### src/rtl/pc_unit.sv
// Program-counter unit at the front of IF.
// Next-PC select with stall-held redirect, misalign trap and halt FSM.
module pc_unit #(
  parameter int               WIDTH     = 32,
  parameter logic [WIDTH-1:0] RESET_VEC = '0,
  parameter logic [WIDTH-1:0] EXC_VEC   = WIDTH'(32'h8),
  parameter int               INC       = 4
) (
  input  logic             clk,
  input  logic             rst,
  input  logic             stall,
  input  logic             branch_taken,
  input  logic [WIDTH-1:0] branch_target,
  input  logic             jump,
  input  logic [WIDTH-1:0] jump_target,
  input  logic             eret,
  input  logic [WIDTH-1:0] epc_in,
  input  logic             exc_req,
  input  logic             halt_req,
  input  logic             resume,
  output logic [WIDTH-1:0] pc_out,
  output logic [WIDTH-1:0] pc_plus4,
  output logic             redirect_pending,
  output logic             halted,
  output logic             misalign,
  output logic [WIDTH-1:0] bad_addr
);

  typedef enum logic {
    S_RUN  = 1'b0,
    S_HALT = 1'b1
  } state_e;

  state_e           state_q, state_d;
  logic [WIDTH-1:0] pc_q, pc_d;
  logic [WIDTH-1:0] pend_q, pend_d;
  logic             pv_q, pv_d;
  logic             mis_q, mis_d;
  logic [WIDTH-1:0] bad_q, bad_d;

  logic             rd_vld;
  logic [WIDTH-1:0] rd_tgt;
  logic             ap_vld;
  logic [WIDTH-1:0] ap_tgt;
  logic [WIDTH-1:0] seq_pc;

  assign seq_pc = pc_q + WIDTH'(INC);

  // Highest-priority new redirect this cycle: eret, then jump, then branch.
  always_comb begin
    rd_tgt = '0;
    unique case (1'b1)
      eret:                          rd_tgt = epc_in;
      !eret && jump:                 rd_tgt = jump_target;
      !eret && !jump && branch_taken: rd_tgt = branch_target;
      default:                       rd_tgt = '0;
    endcase
  end

  assign rd_vld = eret | jump | branch_taken;

  // Target applied on an unstalled cycle: a new redirect beats the pending one.
  assign ap_vld = rd_vld | pv_q;
  assign ap_tgt = rd_vld ? rd_tgt : pend_q;

  // Next-state and next-PC selection for the RUN/HALT machine.
  always_comb begin
    state_d = state_q;
    pc_d    = pc_q;
    pend_d  = pend_q;
    pv_d    = pv_q;
    mis_d   = 1'b0;
    bad_d   = bad_q;
    case (state_q)
      S_RUN: begin
        if (exc_req) begin
          pc_d = EXC_VEC;
          pv_d = 1'b0;
        end else if (stall) begin
          if (rd_vld) begin
            pend_d = rd_tgt;
            pv_d   = 1'b1;
          end
        end else begin
          pv_d = 1'b0;
          if (ap_vld) begin
            if (ap_tgt[1:0] != 2'b00) begin
              pc_d  = EXC_VEC;
              mis_d = 1'b1;
              bad_d = ap_tgt;
            end else begin
              pc_d = ap_tgt;
            end
          end else begin
            pc_d = seq_pc;
          end
          if (halt_req) state_d = S_HALT;
        end
      end
      S_HALT: begin
        if (exc_req) begin
          pc_d    = EXC_VEC;
          pv_d    = 1'b0;
          state_d = S_RUN;
        end else if (resume) begin
          state_d = S_RUN;
        end
      end
      default: state_d = S_RUN;
    endcase
  end

  // State and datapath registers with asynchronous active-low reset.
  always_ff @(posedge clk or negedge rst) begin
    if (!rst) begin
      state_q <= S_RUN;
      pc_q    <= RESET_VEC;
      pend_q  <= '0;
      pv_q    <= 1'b0;
      mis_q   <= 1'b0;
      bad_q   <= '0;
    end else begin
      state_q <= state_d;
      pc_q    <= pc_d;
      pend_q  <= pend_d;
      pv_q    <= pv_d;
      mis_q   <= mis_d;
      bad_q   <= bad_d;
    end
  end

  assign pc_out           = pc_q;
  assign pc_plus4         = seq_pc;
  assign redirect_pending = pv_q;
  assign halted           = (state_q == S_HALT);
  assign misalign         = mis_q;
  assign bad_addr         = bad_q;

endmodule

### config.mk
export PLATFORM = sky130hd
export DESIGN_NAME = pc_unit
export DESIGN_NICKNAME = d
export VERILOG_FILES = /design/src/rtl/pc_unit.sv
export SDC_FILE = /design/constraint.sdc
export NUM_CORES = 1
export LEC_CHECK = 0
export CORE_MARGIN = 3
export CORE_UTILIZATION = 40
export CTS_CLUSTER_DIAMETER = 30
export DETAILED_ROUTE_END_ITERATION = 16
export GPL_ROUTABILITY_DRIVEN = 0
export PLACE_DENSITY = 0.77
export REMOVE_ABC_BUFFERS = 1
export SLEW_MARGIN = 20
export SYNTH_ARGS = -nofsm -noshare
export SYNTH_HDL_FRONTEND = slang
export SYNTH_SLANG_ARGS = --single-unit
### constraint.sdc
create_clock -name clk -period 2.2 [get_ports clk]
set_clock_uncertainty 0.1 [all_clocks]
set_input_delay 0.22 -clock clk [delete_from_list [all_inputs] [get_ports clk]]
set_output_delay 0.22 -clock clk [all_outputs]
set_load 0.02 [all_outputs]
Word level (Yosys, flattened, before mapping)
Cells that the tools add are included.
{"block": "word_totals", "regBits": 99, "input_bits": 105, "output_inout_bits": 99, "word_cells": 50}
{"block": "op_classes", "add_sub_neg": 1, "n_eq_ne": 3, "n_mux": 24, "n_bitwise": 6, "n_reduce_logical": 10}
{"op": "$mux 32", "count": 6}
{"op": "$pmux 32 s3", "count": 1}
{"op": "$pmux 32 s2", "count": 1}
{"op": "$add 32x3->32 const B", "count": 1}
{"op": "$mux 1", "count": 14}
{"op": "$reduce_and 5->1", "count": 1}
{"op": "$ne 4x4->1 const B", "count": 1}
{"op": "$pmux 1 s2", "count": 2}
{"op": "$reduce_and 2->1", "count": 2}
{"op": "$logic_and 1x1->1", "count": 3}
{"op": "$ne 3x3->1 const B", "count": 1}
{"op": "$not 1->1", "count": 3}
{"op": "$or 1x1->1", "count": 3}
{"op": "$reduce_and 3->1", "count": 1}
{"op": "$logic_not 1->1", "count": 2}
{"op": "$ne 2x2->1 const B", "count": 1}
{"op": "$reduce_bool 2->1", "count": 1}

Depth between registers and ports, before layout
Gate-level depths: netlist of the first run.
{"block": "logic_depth", "depth_word": 11, "ltp_mapped": 10, "ltp_nobuf": 7}

Worst setup path after synthesis of the first run
Ideal clock, no wire load.
{"block": "synth_path", "path_type": "register to register", "start": "register pc_q[5], in the netlist pc_out[5]", "end": "register pc_q[28], in the netlist pc_out[28]", "setup_time_ns": 0.121, "t_arrival_ns": 2.276, "required_time_ns": 1.979, "slack_ns": -0.298, "path_stages_with_launch": 7, "n_path_buf": 0, "synth_period_minus_slack_ns": 2.498, "cell_sequence": "dfrtp_1 > nand4_4 > or4_4 > or4b_4 > xnor2_2 > a22oi_1 > nand2_1"}
{"block": "synth_via", "elab_chain_len": 5}
{"item": "from (decl)", "line_no": "35", "source": "logic [WIDTH-1:0] pc_q, pc_d;"}
{"item": "from (signal assigned)", "line_no": "124", "source": "pc_q <= pc_d;"}
{"item": "$add 32x3->32", "line_no": "47", "source": "assign seq_pc = pc_q + WIDTH'(INC);"}
{"item": "via pc_plus4[28]", "line_no": "22", "source": "output logic [WIDTH-1:0] pc_plus4,"}
{"item": "$mux 32", "line_no": "86", "source": "if (ap_vld) begin"}
{"item": "$mux 32", "line_no": "79", "source": "end else if (stall) begin"}
{"item": "$mux 32", "line_no": "76", "source": "if (exc_req) begin"}
{"item": "$pmux 32 s2", "line_no": "74", "source": "case (state_q)"}
The timed path passes the listed nets, and every way through them passes these cells. The select of a mux whose other input is x is not followed.
A chain may end at the register's enable or synchronous reset.

Worst setup path in the final report of the first run
{"block": "layout_path", "start": "register pc_q[2], in the netlist pc_out[2]", "end": "output pc_plus4[28]"}
{"block": "layout_via", "elab_chain_len": 1}
{"item": "$add 32x3->32", "line_no": "47"}
{"item": "to (decl)", "line_no": "22"}
No other way between the ends.

==> run_results.csv, run 1 <==
group,metric,value,unit
detailed_routing,ant_nets,0,
sta,layout_setup_ws,-0.4815,ns
grt,grt_max_degree,43,
logic_synthesis,synth_edf_count,0,
detailed_routing,drt_wl_total,19850,um
sta,setup_viol,27,
logic_synthesis,synthTopCellsByCount,"99 x dfrtp_1, 97 x nand2_1, 61 x o21ai_0",
worst_setup_path,slowest_delay,0.58,ns
floorplanning,io-pin-count,204,
detailed_routing,wl_per_cell,18.67,um
logic_synthesis,syn_inst,571,
worst_setup_path,cp-startpoint,"pc_out[2]",
logic_synthesis,synth-async-reset-ratio,100.0,%
floorplanning,dieArea,0.01466,sq mm
detailed_routing,drtIter0Drc,332,
sta,period_minus_slack,2.682,ns
worst_setup_path,slowest_stage,"or4b_4",
logic_synthesis,ys.flop_type,"dfrtp_1",
cts,cts_made_buffers,9,
power,p_int,4.092,mW
floorplanning,die_w,121.1,um
grt,grt_overflow,0,
floorplanning,fp.dieH,121.1,um
power,p_seq_share,39.6,%
detailed_routing,via_per_inst,5.549,
logic_synthesis,ys_warn_count,0,
grt,grt_pass1_wl,29700,um
sta,rsz0062_at_grt,"yes",
grt,antenna_found_initial,0,
power,p_switching,1.765,mW
floorplanning,rows,41,
logic_synthesis,postSynthAreaPerCell,9.280,sq um
worst_setup_path,critical_path.top_delay_family,"simple AND/OR/NAND/NOR gates",
logic_synthesis,seq_area_frac_synth,46.75,%
worst_setup_path,r2r_start,"pc_out[2]",
worst_setup_path,worst_ep_required_time,1.88,ns
sta,final_max_slew_viol_count,0,
logic_synthesis,yosysUniqueCellTypes,56,
detailed_routing,drc_errors,0,
placement,dpl_cell_area,0.008288,sq mm
sta,max_freq,372.9,MHz
cts,root_buffer,"clkbuf_16",
worst_setup_path,crit_path_start_kind,"flop",
final_layout,nets,993,
final_layout,fillers,859,
detailed_routing,drtPass1Iterations,5,
floorplanning,initial_utilization,41.48,%
power,pwr-share-clk,28.4,%
worst_setup_path,crit_chain,"ha_2, nand2_2, or4_4, or4b_4, xnor2_4, buf_6",
cts,clk-insertion-delay-late,0.35,ns
worst_setup_path,end_kind,"output port",
final_layout,diodes,0,
cts,clock-sinks,99,
worst_setup_path,critPathMaxFanout,2,
placement,place_hpwl,14220,um
cts,clk_path_buf_depth,2,
flow_run,maxCapViolCount,0,
final_layout,synthToLayoutAreaGrowth,75.23,%
logic_synthesis,ys_ff_latch,99,
sta,max-slew-margin-rel,70.46,%
floorplanning,core_area,0.01277,sq mm
logic_synthesis,synthTopCellsByArea,"dfrtp_1 47%, nand2_1 6.9%, o21ai_0 5.8%",
cts,clk_pin_slew_worst_paths,0.06,ns
sta,finalCritPeriodShare,121.9,%
final_layout,utilization,72.69,%
grt,grt_usage,25.72,%
grt,grt_pass1_vias,5870,
power,switching_share,30.13,%
cts,htreeDepth,3,
final_layout,seqCellArea,0.002479,sq mm
sta,hold_viol_final,0,
outcome,violations,"negative setup slack",
sta,worst_pin_slew,0.4416,ns
logic_synthesis,syn_area,0.005299,sq mm
placement,portBuffers,203,
logic_synthesis,synth_top_cell_by_area,"dfrtp_1",
final_layout,layout-drive-gt1-share,30.30,%
power,ir_drop,399.5,uV
logic_synthesis,yosysMostFrequentCell,"dfrtp_1",
power,p_leak,4.210,nW
power,p_per_area,630.8,mW/mm^2
hold_path,hold_path_class,"in2async",
power,comb_power_share,32.0,%
cts,cts_tree,"yes",
final_layout,fin_area,0.009285,sq mm
detailed_routing,via_count,5899,
final_layout,multi_input_area,0.003027,sq mm
worst_setup_path,critPathKind,"reg2out",
worst_setup_path,reg2reg_slack,-0.20,ns
worst_setup_path,cp_num_buf_inv,1,
worst_setup_path,crit_arrival,2.36,ns
outcome,status,"complete, but fails checks",
logic_synthesis,yosys.area.top_type_share,46.75,%
-- timing repair --
item	CTS	global route
hold buffers	1	0
resized for setup	176	62
setup endpoints to repair	32	35
pin swaps	18	22
setup buffers	10	21
hold endpoints to repair	99	0
-- registers in the layout (all words and copies together), names as in the netlist --
name	flops
pc_out	32
misalign	1
halted	1
bad_addr	32
redirect_pending	1
pend_q	32
-- routing by layer --
metal	vias to the layer above	track usage [%]	wire (um)
met4	0	9.561	524
met1	2839	33.23	8189
met2	275	43.52	9810
met3	52	4.149	1320
met5	-	0	0
li1	2733	-	-
-- through the flow --
step	instances	setup WS, ns	total power [mW]	hold WS (ns)	setup TNS (ns)
2_1_floorplan	531	-0.7091	3.116	-0.1756	-25.54
3_3_place_gp	1017	-0.5642	4.107	-0.04844	-17.56
3_5_place_dp	1017	-0.5613	4.163	-0.05085	-21.42
4_1_cts	1043	-0.4537	5.829	0.1342	-4.351
5_1_grt	1063	-0.5210	6.124	0.1432	-7.485
6_report	1063	-0.4815	5.857	0.1345	-5.380
-- worst paths after layout --
path	end	depth (start not counted)
min in group clk	bad_addr[2]	2
hold / removal	bad_addr[14]	2
setup reg to reg	pc_out[28]	8
max in group asynchronous	pc_out[26]	3
hold reg to reg	bad_addr[2]	2
setup / recovery	pc_plus4[28]	6
-- power by group through the flow --
stage | sequential [mW] | clock, mW | combinational, mW
CTS | 2.31 | 1.68 | 1.83
finish | 2.32 | 1.66 | 1.87
global placement | 2.33 | 0 | 1.78
floorplan | 2.59 | 0 | 0.530
global route | 2.36 | 1.76 | 2.00
detailed placement | 2.34 | 0 | 1.82
-- layout by cell type (no fill, tap or decap), types with 5 or more instances in the layout --
master	synthesis	layout
a21o_1	10	9
a21oi_1	20	20
a22oi_1	11	7
and3_1	9	6
buf_12	0	6
buf_4	3	126
buf_6	0	32
clkbuf_16	0	9
clkdlybuf4s50_1	0	173
dfrtp_1	99	98
inv_1	5	5
mux2_2	22	22
nand2_1	97	91
nand3_1	14	7
nand3_4	0	5
nand4_1	8	8
nor2_1	18	14
o21a_1	5	5
o21ai_0	61	60
o221ai_1	17	17
o22ai_1	40	40
o2bb2ai_1	6	6
o31ai_1	6	6
xnor2_2	1	6
xor2_1	13	6
xor2_2	0	5
-- worst reg2reg max path, delay by kind of cell (launching register included) --
family	cells	cell delay [ns]
xor+xnor	1	0.17
fa+ha+maj	1	0.19
compound gates	1	0.15
buf+inv	1	0.15
simple gates	4	1.17
flops	1	0.36
-- kinds of logic after synthesis --
| kind of cell | count (synthesis) | synth area share (%) |
|---|---|---|
| AO/OA/AOI/OAI | 196 | 23.64 |
| XOR/XNOR | 24 | 4.109 |
| adder cells (fa/ha/maj) | 1 | 0.2361 |
| buffers and inverters | 46 | 3.636 |
| flip-flops | 99 | 46.75 |
| multiplexers | 23 | 4.864 |
| AND/OR/NAND/NOR | 182 | 16.77 |
-- cell type report --
type / count / share of cell area [%]
inverters: 6 / 0.2426
clock buffers: 14 / 3.059
well taps: 172 / 2.318
multi-input cells: 426 / 32.60
repair buffers: 345 / 34.77
flip-flops and latches: 99 / 26.69
clock inverters: 1 / 0.3234
Note: power is estimated with default switching activity, not from simulation.
==> run 2, diff against run 1 <==
--- a/config.mk
+++ b/config.mk
@@ -8,8 +8,10 @@
 export CORE_MARGIN = 3
 export CORE_UTILIZATION = 40
 export CTS_CLUSTER_DIAMETER = 30
+export CTS_CLUSTER_SIZE = 24
 export DETAILED_ROUTE_END_ITERATION = 16
 export GPL_ROUTABILITY_DRIVEN = 0
+export GPL_TIMING_DRIVEN = 0
 export PLACE_DENSITY = 0.77
 export REMOVE_ABC_BUFFERS = 1
 export SLEW_MARGIN = 20
==> run_results.csv, run 2 (synthesis results as in run 1) <==
group,metric,value,unit
sta,hold_viol_final,0,
worst_setup_path,slowest_delay,0.54,ns
detailed_routing,drc_errors,0,
detailed_routing,via_per_inst,5.696,
placement,portBuffers,203,
outcome,status,"complete, but fails checks",
worst_setup_path,crit_arrival,2.40,ns
final_layout,mostFrequentLayoutCell,"clkdlybuf4s50_1",
grt,grt_max_degree,57,
final_layout,layout-drive-gt1-share,28.52,%
detailed_routing,ant_nets,0,
floorplanning,io-pin-count,204,
sta,max_freq,367.9,MHz
sta,period_minus_slack,2.718,ns
cts,root_buffer,"clkbuf_16",
worst_setup_path,slowest_stage,"or4b_4",
floorplanning,dieArea,0.01466,sq mm
worst_setup_path,crit_chain,"ha_4, nand2_4, or4_4, or4b_4, xnor2_4, buf_6",
outcome,violations,"negative setup slack",
final_layout,final_cell_mix,"171 x clkdlybuf4s50_1, 85 x nand2_1, 82 x dfrtp_1",
cts,clk-insertion-delay-late,0.35,ns
worst_setup_path,critPathKind,"reg2out",
cts,clk_pin_slew_worst_paths,0.06,ns
cts,htreeDepth,3,
sta,max-slew-margin-rel,60.91,%
floorplanning,core_area,0.01277,sq mm
power,p_per_area,644.3,mW/mm^2
sta,worst_pin_slew,0.5857,ns
cts,cts_made_buffers,9,
placement,place_hpwl,12470,um
sta,holdWs,0.2662,ns
detailed_routing,drt_wl_total,20050,um
flow_run,maxCapViolCount,0,
floorplanning,initial_utilization,41.48,%
cts,cts_tree,"yes",
floorplanning,die_w,121.1,um
grt,grt_pass1_wl,30270,um
cts,clock-sinks,99,
grt,grt_pass1_vias,5686,
power,ir_drop,384.8,uV
final_layout,diodes,0,
detailed_routing,drtPass1Iterations,5,
final_layout,synthToLayoutAreaGrowth,66.97,%
worst_setup_path,crit_path_start_kind,"flop",
sta,setup_viol,30,
floorplanning,fp.dieH,121.1,um
sta,finalCritPeriodShare,123.5,%
worst_setup_path,worst_ep_required_time,1.88,ns
detailed_routing,drtIter0Drc,388,
worst_setup_path,critPathMaxFanout,3,
sta,rsz0062_at_grt,"yes",
cts,clk_path_buf_depth,2,
power,p_leak,3.878,nW
detailed_routing,via_count,5713,
final_layout,nets,932,
floorplanning,rows,41,
grt,grt_usage,26.48,%
grt,antenna_found_initial,0,
sta,final_max_slew_viol_count,0,
final_layout,utilization,69.26,%
hold_path,hold_path_class,"in2async",
sta,layout_setup_ws,-0.5180,ns
worst_setup_path,cp_num_buf_inv,1,
final_layout,fillers,945,
grt,grt_overflow,0,
worst_setup_path,critical_path.top_delay_family,"simple AND/OR/NAND/NOR gates",
worst_setup_path,end_kind,"output port",
detailed_routing,wl_per_cell,19.99,um
[run 2: cell count changes in the layout (fill, tap and decap cells not counted), moves of 4 or more]
cell / change
buf_12: -4
buf_4: -60
dfrtp_1: -16
dfrtp_2: +16
nand2_1: -6
nor2_4: +4
o21ai_1: +4
[run 2: per-layer routing]
layer | global-route usage, % | share of wire, % | wire (um)
met1 | 33.27 | 41 | 8275
met3 | 5.361 | 6.3 | 1256
met5 | 0 | 0 | 0
met2 | 44.88 | 49 | 9915
met4 | 10.20 | 3.0 | 603
[run 2: what timing repair did]
action,in CTS,in global routing
cloned,3,0
hold buffers,1,0
pin swaps,25,20
gates resized for setup,212,64
setup endpoints to repair,124,53
endpoints found under the hold margin,43,0
buffers inserted,52,24
[run 2: per-stage QoR]
step | instance area (sq um) | setup slack [ns] | total power [mW] | setup TNS (ns) | instances
3_3_place_gp | 7376 | -2.925 | 3.962 | -472.99 | 906
2_1_floorplan | 5129 | -0.7091 | 3.116 | -25.54 | 531
6_report | 8847 | -0.5180 | 5.700 | -6.568 | 1003
4_1_cts | 8492 | -0.5065 | 5.666 | -4.962 | 982
3_5_place_dp | 7485 | -1.806 | 4.033 | -121.94 | 910
5_1_grt | 8847 | -0.5435 | 5.959 | -8.888 | 1003
[run 2: final timing paths]
kind | from | endpoint | slack, ns | cells after the start
setup reg to reg | pc_out[2] | pc_out[26] | -0.42 | 17
max in group asynchronous | rst | pc_out[14] | 1.09 | 3
hold / removal | rst | bad_addr[6] | 0.27 | 2
min in group clk | halt_req | halted | 0.37 | 3
setup / recovery | pc_out[2] | pc_plus4[28] | -0.52 | 6
hold reg to reg | pend_q[31] | pend_q[31] | 0.38 | 2
[run 2: area by class of cell]
cell class	instances	area (sq um)	share of cell area (%)
clock buffer	15	287.8	3.253
clock inverter	1	5.005	0.05657
inverter	6	31.28	0.3536
multi-input combinational	428	3064	34.63
sequential	99	2499	28.24
tap	172	215.2	2.432
timing repair buffer	281	2738	30.94
timing repair inverter	1	7.507	0.08485
[run 2: worst register-to-register path, delay by kind of cell, from the launching register on]
family,cells,cell delay [ns]
flip-flops,1,0.41
AND/OR/NAND/NOR,4,0.54
AO/OA/AOI/OAI,2,0.20
buffers and inverters,10,1.08
adder cells (fa/ha/maj),1,0.16
[run 2: power breakdown]
part,switching (mW),internal [mW],total (mW)
clock network,0.658,0.890,1.55
logic,0.896,0.907,1.80
registers,0.212,2.14,2.35
total,1.77,3.93,5.70
==> run 3, diff against run 2 <==
--- a/config.mk
+++ b/config.mk
@@ -6,13 +6,15 @@
 export NUM_CORES = 1
 export LEC_CHECK = 0
 export CORE_MARGIN = 3
-export CORE_UTILIZATION = 40
+export CORE_UTILIZATION = 48
+export CTS_BUF_LIST = sky130_fd_sc_hd__clkbuf_16
 export CTS_CLUSTER_DIAMETER = 30
 export CTS_CLUSTER_SIZE = 24
 export DETAILED_ROUTE_END_ITERATION = 16
 export GPL_ROUTABILITY_DRIVEN = 0
 export GPL_TIMING_DRIVEN = 0
-export PLACE_DENSITY = 0.77
+export HOLD_SLACK_MARGIN = 0.15
+export PLACE_DENSITY = 0.87
 export REMOVE_ABC_BUFFERS = 1
 export SLEW_MARGIN = 20
 export SYNTH_ARGS = -nofsm -noshare
==> constraint.sdc (replaced) <==
create_clock -name clk -period 3.3 [get_ports clk]
set_clock_uncertainty 0.1 [all_clocks]
set_input_delay 0.33 -clock clk [delete_from_list [all_inputs] [get_ports clk]]
set_output_delay 0.33 -clock clk [all_outputs]
set_load 0.02 [all_outputs]
==> run_results.csv, run 3 (synthesis results as in run 1) <==
group,metric,value,unit
outcome,status,"finished clean",
cts,clock-sinks,99,
floorplanning,die_w,111.1,um
sta,fin_tns_setup,0,ns
floorplanning,core_area,0.01051,sq mm
floorplanning,io-pin-count,204,
sta,max-slew-margin-rel,29.23,%
placement,dpl_cell_area,0.007443,sq mm
floorplanning,dieArea,0.01234,sq mm
power,p_per_area,463.8,mW/mm^2
final_layout,synthToLayoutAreaGrowth,47.30,%
detailed_routing,via_count,5392,
grt,grt_pass1_vias,5461,
final_layout,seqCellArea,0.002477,sq mm
final_layout,finalNonFillerCells,895,
sta,final_max_slew_viol_count,0,
sta,finalCritPeriodShare,97.77,%
cts,htreeDepth,3,
final_layout,nets,860,
grt,grt_pass1_wl,28460,um
grt,antenna_found_initial,0,
grt,grt_overflow,0,
cts,clk-insertion-delay-late,0.34,ns
sta,max_freq,310.0,MHz
cts,cts_tree,"yes",
worst_setup_path,end_kind,"output port",
detailed_routing,ant_nets,0,
cts,clk_pin_slew_worst_paths,0.07,ns
detailed_routing,wl_per_cell,19.73,um
final_layout,diodes,0,
worst_setup_path,critPathMaxFanout,7,
placement,portBuffers,203,
final_layout,multi_input_area,0.002699,sq mm
detailed_routing,drt_wl_total,17660,um
final_layout,final_cell_mix,"195 x clkdlybuf4s50_1, 99 x dfrtp_1, 95 x nand2_1",
sta,layout_setup_ws,0.07371,ns
cts,cts_made_buffers,9,
placement,post-place-cells,874,
placement,dp_slack,-0.7203,ns
worst_setup_path,worst_ep_required_time,2.87,ns
worst_setup_path,crit_path_start_kind,"flop",
final_layout,layout-drive-gt1-share,9.354,%
sta,hold_viol_final,0,
worst_setup_path,reg2reg_slack,0.68,ns
detailed_routing,drc_errors,0,
detailed_routing,drtIter0Drc,389,
floorplanning,fp.dieH,111.1,um
sta,setup_viol,0,
grt,grt_usage,28.22,%
detailed_routing,drtPass1Iterations,5,
cts,root_buffer,"clkbuf_16",
worst_setup_path,crit_arrival,2.80,ns
power,ir_drop,316.1,uV
grt,grt_max_degree,54,
final_layout,mostFrequentLayoutCell,"clkdlybuf4s50_1",
final_layout,fin_area,0.007805,sq mm
floorplanning,initial_utilization,50.42,%
power,p_total,3.620,mW
worst_setup_path,critPathKind,"reg2out",
hold_path,hold_path_class,"reg2reg",
final_layout,fillers,743,
cts,clk_path_buf_depth,2,
flow_run,maxCapViolCount,0,
power,p_leak,3.403,nW
floorplanning,rows,37,
sta,worst_pin_slew,1.055,ns
detailed_routing,via_per_inst,6.025,
sta,rsz0062_at_grt,"yes",
placement,place_hpwl,12490,um
sta,period_minus_slack,3.226,ns
run 3: cell types whose count changed in the layout (fill, tap and decap cells not counted), sizes merged:
cell and change:
buf -94, clkdlybuf4s50 +24, clkbuf -8, dlymetal6s2s +6, clkinv +4, inv +3, clkinvlp -2, dlygate4sd2 -2
a21o -1, clkdlybuf4s15 -1, or3 -1
run 3: through the flow:
| stage | util, % | hold WS, ns |
|---|---|---|
| after floorplan | - | -0.06559 |
| after detailed placement | 70.83 | 0.2160 |
| final | 74.27 | 0.3797 |
| after global placement | 69.76 | 0.3594 |
| after global routing | 74.27 | 0.4035 |
| after CTS | 73.74 | 0.3836 |
run 3: layout make-up:
type	count	area share [%]
multi-input cells	426	34.58
repair buffers	212	27.94
well taps	136	2.180
clock inverters	7	0.3687
inverters	6	0.3046
clock buffers	9	2.886
flip-flops and latches	99	31.74
run 3: path summary, 6_finish.rpt:
kind                              startpoint      endpoint  cells past startpoint
worst max-delay path               pc_out[2]  pc_plus4[18]                      8
worst min-delay path            bad_addr[19]  bad_addr[19]                      2
worst max register to register     pc_out[2]    pc_out[28]                      7
worst min register to register  bad_addr[19]  bad_addr[19]                      2
max in group asynchronous                rst  bad_addr[10]                      3
min in group asynchronous                rst  bad_addr[21]                      2
run 3: routing by layer:
metal,share of wire (%),track usage (%)
met5,0,0
met4,2.4,10.54
met3,8.2,5.841
met2,48,46.84
met1,41,36.49
run 3: worst max-delay path, cell delays in order (launching register included):
cell	delay, ns
dfrtp_1	0.49
ha_1	0.25
nand2_1	0.19
nor4_4	0.31
buf_4	0.19
buf_4	0.13
nand2_1	0.10
xnor2_1	0.15
clkdlybuf4s50_1	0.64
run 3: power by group:
group | total (mW) | leakage, nW | switching [mW] | internal [mW]
Sequential | 1.57 | 1.24 | 0.148 | 1.42
Clock | 0.939 | 0.138 | 0.443 | 0.496
Combinational | 1.11 | 2.02 | 0.551 | 0.560
Total | 3.62 | 3.40 | 1.14 | 2.48
run 3: timing repair:
item	in CTS	in global routing
setup buffers	0	4
setup endpoints to repair	39	14
pin swaps	0	2
hold endpoints to repair	51	0
resized for setup	9	11
gates cloned	0	0
hold buffers	1	0
